$ cat src/rtl/ps2_pkg.sv
// Shared PS/2 definitions: host-transmitter state encoding, frame geometry and
// common keyboard command/response bytes.
package ps2_pkg;

  localparam logic [2:0] ST_IDLE     = 3'd0;
  localparam logic [2:0] ST_INHIBIT  = 3'd1;
  localparam logic [2:0] ST_START    = 3'd2;
  localparam logic [2:0] ST_XMIT     = 3'd3;
  localparam logic [2:0] ST_ACK      = 3'd4;
  localparam logic [2:0] ST_WAITIDLE = 3'd5;

  localparam int unsigned FRAME_BITS = 11;

  localparam logic [7:0] CMD_RESET   = 8'hFF;
  localparam logic [7:0] CMD_SET_LED = 8'hED;
  localparam logic [7:0] CMD_ECHO    = 8'hEE;
  localparam logic [7:0] RSP_ACK     = 8'hFA;

  // Bits shifted out after the start bit: {stop, odd parity, D7..D0}, D0 first.
  function automatic logic [9:0] tx_frame(input logic [7:0] b);
    return {1'b1, ~^b, b};
  endfunction

endpackage

$ cat src/rtl/ps2_line_filter.sv
// PS/2 pad conditioner: 2-FF synchronizer followed by a FILT_CYC-sample
// debounce; also emits a one-cycle strobe when the filtered line falls.
module ps2_line_filter #(
  parameter int unsigned FILT_CYC = 8
) (
  input  logic clk_i,
  input  logic rst_i,
  input  logic pad_i,
  output logic line_o,
  output logic fall_o
);

  localparam int unsigned CW = $clog2(FILT_CYC + 1);

  logic [1:0]    sync_q;
  logic          line_q, line_d;
  logic          fall_q, fall_d;
  logic [CW-1:0] cnt_q, cnt_d;

  always_comb begin
    cnt_d  = '0;
    line_d = line_q;
    fall_d = 1'b0;
    if (sync_q[1] != line_q) begin
      if (cnt_q == CW'(FILT_CYC - 1)) begin
        line_d = sync_q[1];
        fall_d = line_q;
      end else begin
        cnt_d = cnt_q + 1'b1;
      end
    end
  end

  always_ff @(posedge clk_i or posedge rst_i) begin
    if (rst_i) begin
      sync_q <= '1;
      line_q <= 1'b1;
      fall_q <= 1'b0;
      cnt_q  <= '0;
    end else begin
      sync_q <= {sync_q[0], pad_i};
      line_q <= line_d;
      fall_q <= fall_d;
      cnt_q  <= cnt_d;
    end
  end

  assign line_o = line_q;
  assign fall_o = fall_q;

endmodule

$ cat src/rtl/ps2_host_tx.sv
// PS/2 host-to-device command transmitter with open-drain pull-low outputs.
// Define PS2TX_RETRY_EN to re-send after NACK/timeout up to RETRY_MAX times.
module ps2_host_tx
  import ps2_pkg::*;
#(
  parameter int unsigned INHIBIT_CYC = 5000,
  parameter int unsigned START_CYC   = 50,
  parameter int unsigned TIMEOUT_CYC = 750000,
  parameter int unsigned FILT_CYC    = 8,
  parameter int unsigned RETRY_MAX   = 2
) (
  input  logic       CLK50M,
  input  logic       RESET,
  input  logic       iPS2CLK,
  input  logic       iPS2DAT,
  output logic       oPS2CLK_LO,
  output logic       oPS2DAT_LO,
  input  logic [7:0] iDATA,
  input  logic       iREQ,
  output logic       oREADY,
  output logic       oBUSY,
  output logic       oDONE,
  output logic       oERR
);

  localparam int unsigned CNT_MAX =
    (TIMEOUT_CYC > INHIBIT_CYC) ? ((TIMEOUT_CYC > START_CYC) ? TIMEOUT_CYC : START_CYC)
                                : ((INHIBIT_CYC > START_CYC) ? INHIBIT_CYC : START_CYC);
  localparam int unsigned CNT_W = $clog2(CNT_MAX + 1);

  logic             clk_line, clk_fall, dat_line, unused_dat_fall;
  logic [2:0]       state_q, state_d;
  logic [9:0]       shreg_q, shreg_d;
  logic [CNT_W-1:0] cnt_q, cnt_d;
  logic [3:0]       bitcnt_q, bitcnt_d;
  logic             clk_lo_q, clk_lo_d, dat_lo_q, dat_lo_d;
  logic             nack_q, nack_d;
  logic             end_txn, end_err, done_c, err_c;

`ifdef PS2TX_RETRY_EN
  localparam int unsigned RW = $clog2(RETRY_MAX + 2);
  logic [9:0]    frame_q, frame_d;
  logic [RW-1:0] retry_q, retry_d;
`else
  logic unused_retry_max;
  assign unused_retry_max = ^RETRY_MAX;
`endif

  ps2_line_filter #(.FILT_CYC(FILT_CYC)) u_clk_filt (
    .clk_i (CLK50M),
    .rst_i (RESET),
    .pad_i (iPS2CLK),
    .line_o(clk_line),
    .fall_o(clk_fall)
  );

  ps2_line_filter #(.FILT_CYC(FILT_CYC)) u_dat_filt (
    .clk_i (CLK50M),
    .rst_i (RESET),
    .pad_i (iPS2DAT),
    .line_o(dat_line),
    .fall_o(unused_dat_fall)
  );

  always_comb begin
    state_d  = state_q;
    shreg_d  = shreg_q;
    cnt_d    = cnt_q;
    bitcnt_d = bitcnt_q;
    clk_lo_d = clk_lo_q;
    dat_lo_d = dat_lo_q;
    nack_d   = nack_q;
    end_txn  = 1'b0;
    end_err  = 1'b0;
    done_c   = 1'b0;
    err_c    = 1'b0;
`ifdef PS2TX_RETRY_EN
    frame_d  = frame_q;
    retry_d  = retry_q;
`endif
    case (state_q)
      ST_IDLE: begin
        if (iREQ) begin
          shreg_d  = tx_frame(iDATA);
          state_d  = ST_INHIBIT;
          clk_lo_d = 1'b1;
          dat_lo_d = 1'b0;
          cnt_d    = '0;
          bitcnt_d = '0;
          nack_d   = 1'b0;
`ifdef PS2TX_RETRY_EN
          frame_d  = tx_frame(iDATA);
          retry_d  = '0;
`endif
        end
      end
      ST_INHIBIT: begin
        if (cnt_q == CNT_W'(INHIBIT_CYC - 1)) begin
          cnt_d    = '0;
          dat_lo_d = 1'b1;
          state_d  = ST_START;
        end else begin
          cnt_d = cnt_q + 1'b1;
        end
      end
      ST_START: begin
        if (cnt_q == CNT_W'(START_CYC - 1)) begin
          cnt_d    = '0;
          clk_lo_d = 1'b0;
          state_d  = ST_XMIT;
        end else begin
          cnt_d = cnt_q + 1'b1;
        end
      end
      ST_XMIT, ST_ACK, ST_WAITIDLE: begin
        // Timeout is checked first so it wins over a coincident falling edge.
        if (cnt_q == CNT_W'(TIMEOUT_CYC)) begin
          end_txn = 1'b1;
          end_err = 1'b1;
        end else begin
          cnt_d = cnt_q + 1'b1;
          case (state_q)
            ST_XMIT: begin
              if (clk_fall) begin
                dat_lo_d = ~shreg_q[0];
                shreg_d  = {1'b0, shreg_q[9:1]};
                bitcnt_d = bitcnt_q + 1'b1;
                if (bitcnt_q == 4'(FRAME_BITS - 2)) state_d = ST_ACK;
              end
            end
            ST_ACK: begin
              if (clk_fall) begin
                nack_d  = dat_line;
                state_d = ST_WAITIDLE;
              end
            end
            default: begin
              if (clk_line && dat_line) begin
                end_txn = 1'b1;
                end_err = nack_q;
              end
            end
          endcase
        end
      end
      default: state_d = ST_IDLE;
    endcase

    if (end_txn) begin
      clk_lo_d = 1'b0;
      dat_lo_d = 1'b0;
      cnt_d    = '0;
      state_d  = ST_IDLE;
      done_c   = 1'b1;
      err_c    = end_err;
`ifdef PS2TX_RETRY_EN
      if (end_err && (retry_q != RW'(RETRY_MAX))) begin
        done_c   = 1'b0;
        err_c    = 1'b0;
        retry_d  = retry_q + 1'b1;
        state_d  = ST_INHIBIT;
        clk_lo_d = 1'b1;
        shreg_d  = frame_q;
        bitcnt_d = '0;
        nack_d   = 1'b0;
      end
`endif
    end
  end

  always_ff @(posedge CLK50M or posedge RESET) begin
    if (RESET) begin
      state_q  <= ST_IDLE;
      shreg_q  <= '0;
      cnt_q    <= '0;
      bitcnt_q <= '0;
      clk_lo_q <= 1'b0;
      dat_lo_q <= 1'b0;
      nack_q   <= 1'b0;
    end else begin
      state_q  <= state_d;
      shreg_q  <= shreg_d;
      cnt_q    <= cnt_d;
      bitcnt_q <= bitcnt_d;
      clk_lo_q <= clk_lo_d;
      dat_lo_q <= dat_lo_d;
      nack_q   <= nack_d;
    end
  end

`ifdef PS2TX_RETRY_EN
  always_ff @(posedge CLK50M or posedge RESET) begin
    if (RESET) begin
      frame_q <= '0;
      retry_q <= '0;
    end else begin
      frame_q <= frame_d;
      retry_q <= retry_d;
    end
  end
`endif

  assign oPS2CLK_LO = clk_lo_q;
  assign oPS2DAT_LO = dat_lo_q;
  assign oREADY     = (state_q == ST_IDLE);
  assign oBUSY      = (state_q != ST_IDLE);
  assign oDONE      = done_c;
  assign oERR       = err_c;

endmodule

$ cat config.mk
export PLATFORM = sky130hd
export DESIGN_NAME = ps2_host_tx
export DESIGN_NICKNAME = d
export VERILOG_FILES = /design/src/rtl/ps2_pkg.sv /design/src/rtl/ps2_line_filter.sv /design/src/rtl/ps2_host_tx.sv
export SDC_FILE = /design/constraint.sdc
export NUM_CORES = 1
export LEC_CHECK = 0
export ABC_CLOCK_PERIOD_IN_PS = 2380
export CAP_MARGIN = 20
export CELL_PAD_IN_SITES_DETAIL_PLACEMENT = 0
export CELL_PAD_IN_SITES_GLOBAL_PLACEMENT = 1
export CORE_MARGIN = 2
export CORE_UTILIZATION = 37
export CTS_CLUSTER_DIAMETER = 60
export CTS_CLUSTER_SIZE = 20
export DETAILED_ROUTE_END_ITERATION = 8
export DONT_BUFFER_PORTS = 1
export HOLD_SLACK_MARGIN = 0.1
export PLACE_DENSITY_LB_ADDON = 0.05
export SLEW_MARGIN = 20
export SYNTH_ARGS = -nofsm -noshare
export SYNTH_HDL_FRONTEND = slang
export SYNTH_SLANG_ARGS = --single-unit
$ cat constraint.sdc
create_clock -name CLK50M -period 2.38 [get_ports CLK50M]
set_clock_uncertainty 0.05 [all_clocks]
set_input_delay 0.357 -clock CLK50M [delete_from_list [all_inputs] [get_ports CLK50M]]
set_output_delay 0.357 -clock CLK50M [all_outputs]
set_load 0.01 [all_outputs]
==> parameters.txt <==
Parameter                              Value

Run status
  Run status    finished, violations left
  Violations in the final reports    setup timing

Die
  Number of ports placed on the die boundary    19
  Die outline width    93.75 um
  Site row count    32
  Starting utilization of the core area    38.37%
  Die area    8789 um^2
  Core Footprint    7767 um^2
  Vert. Die Dim    93.75 um

Timing
  Final max-slew violation count    0
  Worst Tran Pin Value    719.6 ps
  Highest clock frequency the design can meet    405.9 MHz
  Setup slack after layout    -83.72 ps
  Final-layout setup total negative slack    -975.7 ps
  Final hold violation count    0
  RSZ-0062 raised after global routing    yes
  Worst-case hold slack    77.95 ps
  Post-route clock period utilization    103.5%
  Post-layout min period    2464 ps
  Final setup fails    17
  Max_slew headroom    52.02%

Routing
  Mean routed wirelength per cell    14.19 um
  Routed via count divided by cell count    5.113
  Sum of routed wire length over all layers    6426 um
  DRC violations left    0
  Initial detailed-routing violation count    55
  Via total after detailed routing    2316
  First-pass DRT Iterations    4
  Routed Antenna Nets    0

Place
  Port Buf Inserts    0
  Instance count after placement with tap cells included    436
  Final RePlAce weighted congestion    0.7988
  Sum of net half-perimeters after detailed placement    4590 um

Cells and area
  Proportion of layout cells with a drive suffix above 1    28.77%
  Net count reported at finish    371
  Area overhead of the layout relative to synthesis    22.54%
  Final core area utilization    47.02%
  ANT cells    0
  Fin cells    453

Logic synthesis
  Mean instance size in the synthesized netlist    9.740 um^2
  Post-Syn Instances    306
  Dominant cells by area after synthesis    dfrtp_1, dfstp_2, nand2_1
  Top cell type's share of synthesized area    41.14%
  Yosys cell types    55
  Synth Flop Type    dfrtp_1
  Share of async-settable or async-resettable flops after synthesis    100.0%
  Most instantiated library cell after synthesis    dfrtp_1
  Share of synthesized area occupied by flip-flops and latches    46.43%
  Register bit count reported by yosys    55
  Post-Synthesis Cell Area    2980 um^2
  Synthesized Nets    326
  Yosys top cell by area    dfrtp_1
  Number of synthesis warnings    0
  Commonest cells in the netlist    dfrtp_1, nand2_1, o21ai_0
  EDFF count, synth    0

Critical path
  Critical-path maximum fanout    3
  Data arrival time of the critical path    2060 ps
  Stage delay of the slowest cell on the critical path    570 ps
  Data required time at the worst endpoint    1970 ps
  Slowest stage cell, crit path    or4_4
  Worst setup path class    flip-flop to output port
  Series of cell instances along the critical path    or4_4, nor3_4, nand2_2, a21oi_4, a21boi_2, buf_4
  Startpoint type of the worst setup path    flip-flop
  Kind of end point of the critical path    output port

Clock tree
  Library cell used as clock root buffer    clkbuf_8
  Bufs on Longest Clock Path    2
  Clock latency reported for the late side of the worst-skew pair    300 ps
  H-tree levels    2
  Clock tree from TritonCTS    done
  Number of CTS-inserted buffers    5
  Clk slew on worst S/H paths    100 ps
  Sink Count    55

Power and ir drop
  Lkg Pwr    0.001566 uW
  Post-layout total power    1771 uW
  Worst vdd rail ir drop    0.3252 mV
  Power density normalized to cell area    484.9 nW/um^2

Global routing
  Vias in the first global route    2271
  Number of antenna violations at the first check in global routing    0
  Total Routing Usage GR    16.40%
  Largest net degree at the start of global routing    56
  Aggregate global routing overflow    0
  First-pass GRT wire length    11330 um

Run
  Max-capacitance violation count    0

Worst hold path
  Class of the tightest hold or removal check    primary input to async pin
cell families after synthesis:
kind of cell,share of synthesized area (%)
adders and majority gates,2.939
buffers and inverters,2.855
xor gates and xnor gates,6.465
and+or+nand+nor,24.81
DFF,46.43
AOI/OAI and AO/OA,12.34
muxes,4.156
critical path: cells and delay by family, from the launching register on:
kind,cells,cell delay (ps)
and+or+nand+nor,3,920
buffers and inverters,1,120
DFF,1,390
AOI/OAI and AO/OA,2,330
through the flow:
stage | worst slack (ps) | cell area [um^2]
after floorplan | 1.817 | 2987
after CTS | -93.47 | 3578
after global routing | -186.4 | 3652
after detailed placement | -42.52 | 3373
after global placement | -39.59 | 3373
final | -83.72 | 3652
where the power goes:
group	total [uW]	internal, uW	switching, uW	leakage (uW)
logic	183	93.6	89.6	0.000807
registers	1060	1010	55.3	0.000712
clock network	527	229	298	0.0000470
final timing paths:
| check | end | slack, ps | depth (start not counted) | startpoint |
|---|---|---|---|---|
| min reg2reg | u_clk_filt.sync_q[1]$_DFF_PP1_ | 310 | 0 | u_clk_filt.sync_q[0]$_DFF_PP1_ |
| max | oERR | -80 | 6 | cnt_q[10]$_DFFE_PP0P_ |
| min in group CLK50M | shreg_q[9]$_DFFE_PP0P_ | 130 | 2 | iREQ |
| min | u_clk_filt.cnt_q[3]$_DFF_PP0_ | 80 | 2 | RESET |
| max reg2reg | cnt_q[9]$_DFFE_PP0P_ | -80 | 9 | cnt_q[10]$_DFFE_PP0P_ |
| max in group asynchronous | cnt_q[3]$_DFFE_PP0P_ | 1720 | 2 | RESET |
cell usage in the layout, fill, tap and decap left out, types with 7 or more instances in the layout:
| cell type | instances |
|---|---|
| a21oi_1 | 7 |
| nand2_1 | 36 |
| xnor2_1 | 13 |
| nand3_1 | 15 |
| nor3_1 | 7 |
| o21ai_0 | 18 |
| nor2_1 | 12 |
| buf_4 | 39 |
| dfrtp_1 | 49 |
| xor2_1 | 9 |
| mux2i_1 | 9 |
| nor2_2 | 12 |
| ha_1 | 7 |
layer usage:
metal	up-vias	share of wire (%)	global-route usage, %
met4	0	0.92	4.348
met3	5	2.8	2.648
met2	21	45	24.17
met5	-	0	0
li1	1174	-	-
met1	1116	51	24.91
state kept, by name, summed over array words and instances, names as in the netlist:
| register | flops |
|---|---|
| cnt_q | 20 |
| shreg_q | 10 |
| bitcnt_q | 4 |
| u_clk_filt.cnt_q | 4 |
| u_dat_filt.cnt_q | 4 |
| state_q | 3 |
| u_clk_filt.sync_q | 2 |
| u_dat_filt.sync_q | 2 |
| nack_q | 1 |
| oPS2CLK_LO | 1 |
| oPS2DAT_LO | 1 |
| u_clk_filt.fall_o | 1 |
| u_clk_filt.line_o | 1 |
| u_dat_filt.line_o | 1 |
timing repair:
action                                  in CTS  in global routing
hold buffers                                 2                  0
cloned                                       1                  0
buffers inserted                             5                  4
pin swaps                                    2                  2
hold endpoints to repair                     2                  0
resized for setup                            9                 17
endpoints found under the setup margin      17                 24
final cells by class:
cell class              instances  area, um^2
flip-flops and latches         55        1384
repair buffers                 49       420.4
clock inverters                 1       5.005
well taps                     102       127.6
multi-input cells             233        1607
fillers                       769        4115
inverters                       7       26.28
clock buffers                   6       82.58
Power figures use the tool's default switching activity.
